==> src/rtl/indication_pkg.sv <==
// Shared types and sizing helpers for the indication output queue.
package indication_pkg;

  localparam int ARG_WIDTH_DEFAULT = 32;
  localparam int TAG_WIDTH_DEFAULT = 32;

  // Output word layout in the default configuration: tag sits in the LSBs.
  typedef struct packed {
    logic [ARG_WIDTH_DEFAULT-1:0] v;
    logic [ARG_WIDTH_DEFAULT-1:0] meth;
    logic [TAG_WIDTH_DEFAULT-1:0] tag;
  } entry_t;

  // Tag carried by a call on method port 'index'; zero is never a valid tag.
  function automatic int tag_of(input int index);
    return index + 1;
  endfunction

  // Pointer width; at least one bit so a single-entry queue still has a pointer.
  function automatic int ptr_width(input int depth);
    return (depth > 1) ? $clog2(depth) : 1;
  endfunction

  // Occupancy width; must hold the value 'depth' itself.
  function automatic int cnt_width(input int depth);
    return $clog2(depth) + 1;
  endfunction

endpackage

==> src/rtl/indication_ring_fifo.sv <==
// Circular buffer accepting up to NPUSH writes per cycle (ascending slot order)
// and at most one read per cycle. Head entry is presented straight from storage.
module indication_ring_fifo
  import indication_pkg::*;
#(
  parameter int DEPTH = 4,
  parameter int WIDTH = 96,
  parameter int NPUSH = 2
) (
  input  logic                          clk,
  input  logic                          rst,
  input  logic [NPUSH-1:0]              push_en,
  input  logic [NPUSH*WIDTH-1:0]        push_data,
  input  logic                          pop,
  output logic [WIDTH-1:0]              head_data,
  output logic [cnt_width(DEPTH)-1:0]   count
);

  localparam int PTR_W = ptr_width(DEPTH);
  localparam int CNT_W = cnt_width(DEPTH);
  // One extra bit so pointer + push count never overflows before the wrap.
  localparam int SUM_W = CNT_W + 1;
  localparam logic [SUM_W-1:0] DEPTH_S = SUM_W'(DEPTH);

  logic [WIDTH-1:0] mem_q [DEPTH];
  logic [WIDTH-1:0] mem_d [DEPTH];
  logic [PTR_W-1:0] head_q, head_d;
  logic [PTR_W-1:0] tail_q, tail_d;
  logic [CNT_W-1:0] count_q, count_d;
  logic [CNT_W-1:0] npush_s;
  logic [SUM_W-1:0] slot_s;

  // Pack accepted writes into consecutive slots from tail and advance pointers.
  always_comb begin
    mem_d   = mem_q;
    npush_s = '0;
    slot_s  = '0;
    for (int i = 0; i < NPUSH; i++) begin
      if (push_en[i]) begin
        slot_s = (SUM_W'(tail_q) + SUM_W'(npush_s)) % DEPTH_S;
        mem_d[slot_s[PTR_W-1:0]] = push_data[i*WIDTH +: WIDTH];
        npush_s = npush_s + CNT_W'(1'b1);
      end else begin
        npush_s = npush_s;
      end
    end
    tail_d  = PTR_W'((SUM_W'(tail_q) + SUM_W'(npush_s)) % DEPTH_S);
    head_d  = PTR_W'((SUM_W'(head_q) + SUM_W'(pop)) % DEPTH_S);
    count_d = count_q + npush_s - CNT_W'(pop);
  end

  // Pointer and occupancy registers; reset wins over any same-cycle push/pop.
  always_ff @(posedge clk) begin
    if (rst) begin
      head_q  <= '0;
      tail_q  <= '0;
      count_q <= '0;
    end else begin
      head_q  <= head_d;
      tail_q  <= tail_d;
      count_q <= count_d;
    end
  end

  // Entry storage; contents are meaningless until written, so no reset.
  always_ff @(posedge clk) begin
    mem_q <= mem_d;
  end

  assign head_data = mem_q[head_q];
  assign count     = count_q;

endmodule

==> src/rtl/indication_output_queue.sv <==
// Serialises indication calls from NUM_METHODS ports into one {v, meth, tag}
// message stream, tagging each call with its method index plus one.
module indication_output_queue
  import indication_pkg::*;
#(
  parameter int NUM_METHODS = 2,
  parameter int ARG_WIDTH   = 32,
  parameter int TAG_WIDTH   = 32,
  parameter int DEPTH       = 4
) (
  input  logic                               CLK,
  input  logic                               RST,
  input  logic [NUM_METHODS-1:0]             indication_call__ENA,
  input  logic [NUM_METHODS*ARG_WIDTH-1:0]   indication_call_meth,
  input  logic [NUM_METHODS*ARG_WIDTH-1:0]   indication_call_v,
  output logic [NUM_METHODS-1:0]             indication_call__RDY,
  output logic                               pipe_enq__ENA,
  output logic [2*ARG_WIDTH+TAG_WIDTH-1:0]   pipe_enq_v,
  input  logic                               pipe_enq__RDY,
  output logic [cnt_width(DEPTH)-1:0]        count
);

  localparam int CNT_W  = cnt_width(DEPTH);
  localparam int WORD_W = 2*ARG_WIDTH + TAG_WIDTH;
  // Worst case every method calls at once, so leave NUM_METHODS free slots.
  localparam logic [CNT_W-1:0] RDY_LIMIT = CNT_W'(DEPTH - NUM_METHODS);

  logic                          rdy_s;
  logic                          nonempty_s;
  logic                          pop_s;
  logic [NUM_METHODS-1:0]        accept_s;
  logic [NUM_METHODS*WORD_W-1:0] push_data_s;
  logic [WORD_W-1:0]             head_s;
  logic [CNT_W-1:0]              count_s;

  // Ready depends on occupancy only, never on this cycle's call strobes.
  always_comb begin
    rdy_s      = (count_s <= RDY_LIMIT);
    accept_s   = indication_call__ENA & {NUM_METHODS{rdy_s}};
    nonempty_s = (count_s != '0);
    pop_s      = nonempty_s & pipe_enq__RDY;
  end

  // Build each method's candidate word with its fixed tag in the LSBs.
  always_comb begin
    push_data_s = '0;
    for (int i = 0; i < NUM_METHODS; i++) begin
      push_data_s[i*WORD_W +: WORD_W] = {indication_call_v[i*ARG_WIDTH +: ARG_WIDTH],
                                         indication_call_meth[i*ARG_WIDTH +: ARG_WIDTH],
                                         TAG_WIDTH'(tag_of(i))};
    end
  end

  indication_ring_fifo #(
    .DEPTH (DEPTH),
    .WIDTH (WORD_W),
    .NPUSH (NUM_METHODS)
  ) u_fifo (
    .clk       (CLK),
    .rst       (RST),
    .push_en   (accept_s),
    .push_data (push_data_s),
    .pop       (pop_s),
    .head_data (head_s),
    .count     (count_s)
  );

  assign indication_call__RDY = {NUM_METHODS{rdy_s}};
  assign pipe_enq__ENA        = nonempty_s;
  assign pipe_enq_v           = head_s;
  assign count                = count_s;

endmodule
==> config.mk <==
export PLATFORM = sky130hd
export DESIGN_NAME = indication_output_queue
export DESIGN_NICKNAME = d
export VERILOG_FILES = /design/src/rtl/indication_pkg.sv /design/src/rtl/indication_ring_fifo.sv /design/src/rtl/indication_output_queue.sv
export SDC_FILE = /design/constraint.sdc
export NUM_CORES = 1
export LEC_CHECK = 0
export CORE_AREA = 2 2 247 176
export DETAILED_ROUTE_END_ITERATION = 10
export DIE_AREA = 0 0 249 178
export GPL_TIMING_DRIVEN = 1
export HOLD_SLACK_MARGIN = 0.02
export PLACE_DENSITY = 0.66
export SYNTH_ARGS = -nofsm -noshare
export SYNTH_HDL_FRONTEND = slang
export SYNTH_HIERARCHICAL = 1
export SYNTH_SLANG_ARGS = --single-unit
==> constraint.sdc <==
create_clock -name CLK -period 4.55 [get_ports CLK]
set_clock_uncertainty 0.05 [all_clocks]
set_input_delay 0.455 -clock CLK [delete_from_list [all_inputs] [get_ports CLK]]
set_output_delay 0.455 -clock CLK [all_outputs]
set_load 0.005 [all_outputs]
==> results of run 1 <==
## path summary, 6_finish.rpt
check                   startpoint                 to  slack [ps]  cells past startpoint
setup / recovery   u_fifo/count[1]  u_fifo/mem_q[176]        1210                      7
hold / removal    u_fifo/mem_q[11]   u_fifo/mem_q[11]         420                      2
setup reg to reg   u_fifo/count[1]  u_fifo/mem_q[176]        1210                      7
hold reg to reg   u_fifo/mem_q[11]   u_fifo/mem_q[11]         420                      2
## worst max-delay path, delay by kind of cell, from the launching register on
kind,cells,cell delay [ps]
AOI/OAI and AO/OA,2,430
adders and majority gates,1,400
and+or+nand+nor,3,1400
DFF,1,350
buffers and inverters,1,380
## power breakdown
group / internal, mW / total, mW / switching, mW / leakage, nW
logic: 4.11 / 8.99 / 4.88 / 5.35
registers: 5.40 / 6.43 / 1.04 / 3.30
clock network: 2.08 / 3.54 / 1.46 / 0.708
total: 11.6 / 19.0 / 7.37 / 9.36
## metrics by stage
step           worst slack [ps]  cells
2_1_floorplan              2130   2563
6_report                   1210   3231
4_1_cts                    1160   3231
5_1_grt                    1080   3231
3_5_place_dp               1000   3155
3_3_place_gp               1100   3155
## layer usage
layer	vias up	global-route usage, %	routed length, µm
met4	4	10.0	1450
met2	982	48.6	31100
met5	-	0	25
met3	134	4.39	5590
li1	8665	-	-
met1	9063	38.2	27600
## flip-flops by register name, summed over array words and instances (netlist names)
register / count
u_fifo/mem_q: 384
u_fifo/head_q: 2
u_fifo/count: 3
u_fifo/tail_q: 2
## area by class of cell
cell class,count,area share [%]
well taps,552,2.92
clock buffers,62,5.46
inverters,5,0.0795
flip-flops and latches,391,33.2
repair buffers,277,12.1
multi-input cells,1930,45.7
clock inverters,14,0.546
## placed cells by master, fill, tap and decap left out, types with 3 or more instances in the layout
cell type / count
clkbuf_16: 45
ha_1: 7
dfxtp_1: 389
mux4_2: 96
inv_1: 5
clkbuf_8: 10
clkdlybuf4s50_1: 234
nand3_4: 3
nand2_1: 768
nor2b_1: 3
buf_4: 27
and2_1: 3
xnor2_1: 3
a31oi_1: 384
conb_1: 256
nor2_1: 4
nor3_1: 385
buf_12: 16
clkbuf_1: 7
clkinv_2: 10
## cells by family after synthesis
logic type	Yosys count	synth area share, %
AO/OA/AOI/OAI	385	12.9
XOR/XNOR	6	0.323
adder cells (fa/ha/maj)	8	0.578
buffers and inverters	242	5.67
flip-flops	391	42.1
multiplexers	96	11.6
other	2	0.0403
AND/OR/NAND/NOR	1179	26.8
==> results.tsv, run 1 <==
metric	value	unit
post-CTS setup buffer count	0	
I/O pin count	235	
critical path launch point type	register	
Commonest cells post-synth	nand2_1, dfxtp_1, nor3_1	
buffer levels on the longest clock path	3	
total power	19.0	mW
Worst IR Drop VDD	0.000727	V
area occupied by registers	7840	µm²
final net count	2788	
Syn Inst Count	2309	
most frequent CP cell	nand2b_4	
antenna violations before repair	2	
fmax	299	MHz
final setup violation count	0	
distinct cell type count after synthesis	30	
Post-synth ARST share	0	%
CTS Buf Count	42	
pwr dens	803	nW/µm²
first-pass GRT wire length	103000	µm
minimum clock period	3340	ps
Final Cycle Share	73.5	%
Hold WC Path Type	reg -> reg	
Req. time, crit path	4890	ps
Post-CTS Hold Buffers	0	
Post-synth EDFFs	0	
starting density of the core	44.5	%
drt total wl	65800	µm
worst slew pin tran	1350	ps
GRT Total Usage	28.9	%
total iterations of the first detailed-routing run	6	
TritonCTS clock tree	built	
Critical Path AT	3680	ps
port buffer count	234	
max cap viols	0	
leading area contributor after synthesis	dfxtp_1	
worst hold slack	423	ps
Die Y	178	µm
Final ANT Viol Nets	0	
Residual DRC	0	
Cell Chain, Critical Path	a21oi_1 > and2_1 > ha_1 > nand2b_4 > nand2b_4 > buf_12 > a31oi_1	
most common cell in the netlist	nand2_1	
register area share after synthesis	42.1	%
P_leak	9.36	nW
clock latency on the worst-skew pair	540	ps
Synth-to-Final Area Change	26.9	%
Die X	249	µm
core area	41900	µm²
Avg Synthesized Cell Area	8.06	µm²
# rows	63	
placed inst area	22200	µm²
Slew Viols, Final	0	
Yosys top cell area share	42.1	%
clock edge transition at the registers on the reported setup and hold paths	60	ps
post-cts resize count	0	
gpl congestion	0.779	
crit end category	register	
DR vias	18800	
filler cell count	3688	
Worst path max stage delay	600	ps
top cells by area, synth	dfxtp_1, nand2_1, a31oi_1, mux4_2, nor3_1	
layout cell share with drive strength beyond 1	8.44	%
Final Hold Vio Count	0	
RSZ-0062 raised after global routing	no	
final setup TNS	0	ps
CTS Sinks	391	
Warnings, synthesis	6	
Multi-input gate area	10800	µm²
slew margin rel.	9.95	%
flops & latches, synth	391	
final instance area	23600	µm²
hpwl dp	35600	µm
number of inserted diodes	0	
initial DRC count	1761	
total gr overflow	0	
WL/cell	20.4	µm
Via density	5.83	
Core Util, Final	56.4	%
status	finished, final reports clean	
Main synth FF type	dfxtp_1	
Max FO, Critical Path	88	
pin count of the biggest net entering global routing	193	
clock root buffer	clkbuf_16	
Max H-tree Level	2	
CP max stage cell	nand2b_4	
post-synthesis cell area	18600	µm²
critical path class	reg -> reg	
die area	44300	µm²
vias in the first global route	18700	
No activity file was read; power rests on OpenSTA's default activity.
==> run 2, diff against run 1 <==
clock period = 3.3 ns   (was 4.55 ns; I/O delays follow)
==> results.tsv, run 2 (synthesized netlist as in run 1, its figures left out) <==
metric	value	unit	change
post-CTS setup buffer count	0		unchanged
GRT Total Usage	29.1	%	+0.16 points
minimum clock period	2930	ps	
net switching share of the total power	38.5	%	-0.34 points
Die X	249	µm	unchanged
Biggest register	u_fifo/mem_q		
starting density of the core	44.5	%	unchanged
WL/cell	20.2	µm	-0.64%
Post-CTS Hold Buffers	0		unchanged
gpl congestion	0.811		+4.1%
Final ANT Viol Nets	0		unchanged
final setup TNS	0	ps	unchanged
max FFs per register	384		unchanged
Internal Power	16.1	mW	+39%
crit end category	primary output		
Final Cycle Share	88.8	%	
core area	41900	µm²	unchanged
drt total wl	65400	µm	-0.58%
Final Hold Vio Count	0		unchanged
Sw Pwr	10.1	mW	+37%
Synth-to-Final Area Change	27.8	%	
max cap viols	0		unchanged
Via density	5.78		-0.90%
TritonCTS clock tree	built		
share of power burned in registers	33.5	%	-0.4 points
hpwl dp	35600	µm	about the same
Worst IR Drop VDD	0.000612	V	-16%
Comb pwr share	48.2	%	+0.8 points
Hold EP	u_fifo/mem_q[287]		
Die Y	178	µm	unchanged
Req. time, crit path	2920	ps	-1970 ps
CTS Buf Count	41		-2.4%
CTS Sinks	391		unchanged
Critical Path AT	2550	ps	-1130 ps
final net count	2793		+0.18%
R2R Setup Slk	630	ps	-580 ps
# rows	63		unchanged
Residual DRC	0		unchanged
clock root buffer	clkbuf_16		
Max FO, Critical Path	16		-82%
die area	44300	µm²	unchanged
critical path class	reg -> out		
DR vias	18700		-0.84%
filler cell count	3795		+2.9%
number of inserted diodes	0		unchanged
Max H-tree Level	2		unchanged
status	finished, final reports clean		
P_leak	9.42	nW	+0.68%
clock network power share	18.3	%	-0.3 points
initial DRC count	1638		-7.0%
port buffer count	234		unchanged
final non-filler cell total	3233		+0.062%
I/O pin count	235		unchanged
area occupied by registers	7840	µm²	unchanged
Multi-input gate area	10800	µm²	unchanged
critical path launch point type	register		
commonest cells after routing, fill and taps aside	nand2_1, dfxtp_1, nor3_1		
final setup violation count	0		unchanged
pwr dens	1100	nW/µm²	+37%
most common cell after layout, fill and taps aside	nand2_1		
hold path depth	2		unchanged
clock latency on the worst-skew pair	530	ps	about the same
FF-to-FF path depth	9		+2
post-cts resize count	0		unchanged
total iterations of the first detailed-routing run	7		+1
Hold Startpoint	u_fifo/mem_q[287]		
pin count of the biggest net entering global routing	109		-44%
Slew Viols, Final	0		unchanged
buffer levels on the longest clock path	3		unchanged
dpl cells	3161		+0.19%
layout cell share with drive strength beyond 1	8.43	%	about the same
end of the worst register-to-register path	u_fifo/mem_q[247]		
worst r2r src	u_fifo/count[1]		
worst slew pin tran	775	ps	-572 ps
slew margin rel.	48.3	%	+38 points
RSZ-0062 raised after global routing	no		
total gr overflow	0		unchanged
antenna violations before repair	1		-1
first-pass GRT wire length	103000	µm	+0.53%
Hold WC Path Type	reg -> reg		
clock edge transition at the registers on the reported setup and hold paths	70	ps	about the same
vias in the first global route	18600		-0.50%
fmax	341	MHz	
-- run 2: changes by cell type in the layout (fill, tap and decap cells not counted), sizes merged --
cell | before | now
buf | 43 | 49
bufinv | 2 | 4
clkbuf | 62 | 61
clkinv | 10 | 7
clkinvlp | 1 | 0
inv | 6 | 5
-- run 2: stage by stage --
stage | utilization [%] | power (mW) | hold WS, ps | worst slack, ps | area [µm²]
2_1_floorplan | - | 16.1 | 347 | 878 | 19600
3_3_place_gp | 53.6 | 20.9 | 402 | 541 | 22400
3_5_place_dp | 53.6 | 21.4 | 411 | 495 | 22400
4_1_cts | 56.8 | 26.2 | 393 | 347 | 23800
5_1_grt | 56.8 | 27.8 | 413 | 270 | 23800
6_report | 56.8 | 26.2 | 417 | 368 | 23800
-- run 2: critical path: stages, from the launching register on --
cell and delay, ps:
dfxtp_4 550, buf_4 390, mux4_2 550, clkdlybuf4s50_1 520
-- run 2: cell type report --
type | count | area share, %
clock inverter | 11 | 0.652
timing repair buffer | 283 | 13.0
inverter | 5 | 0.0789
tap | 552 | 2.90
sequential | 391 | 32.9
multi-input combinational | 1930 | 45.4
clock buffer | 61 | 5.09
-- run 2: power groups by stage --
stage / clock network (mW) / registers, mW / logic, mW
floorplan: 0 / 8.33 / 7.79
global route: 5.05 / 9.09 / 13.7
global placement: 0 / 8.74 / 12.2
CTS: 4.85 / 8.77 / 12.5
finish: 4.79 / 8.80 / 12.6
detailed placement: 0 / 8.84 / 12.5
-- run 2: worst max-delay path by stage --
stage	startpoint	cells after the start	to	slack, ps
after floorplan	u_fifo/count[1]	12	u_fifo/count[2]	880
after global placement	indication_call__ENA[0]	12	u_fifo/count[2]	540
after detailed placement	indication_call__ENA[1]	12	u_fifo/count[2]	490
after CTS	u_fifo/head_q[0]	3	pipe_enq_v[0]	350
after global routing	u_fifo/head_q[0]	3	pipe_enq_v[0]	270
final	u_fifo/head_q[0]	3	pipe_enq_v[0]	370
-- run 2: metal layers --
| layer | global-route usage [%] | part of all wire [%] |
|---|---|---|
| met1 | 38.2 | 43 |
| met4 | 10.2 | 2.8 |
| met3 | 4.16 | 8.0 |
| met5 | 0 | 0.017 |
| met2 | 49.3 | 47 |
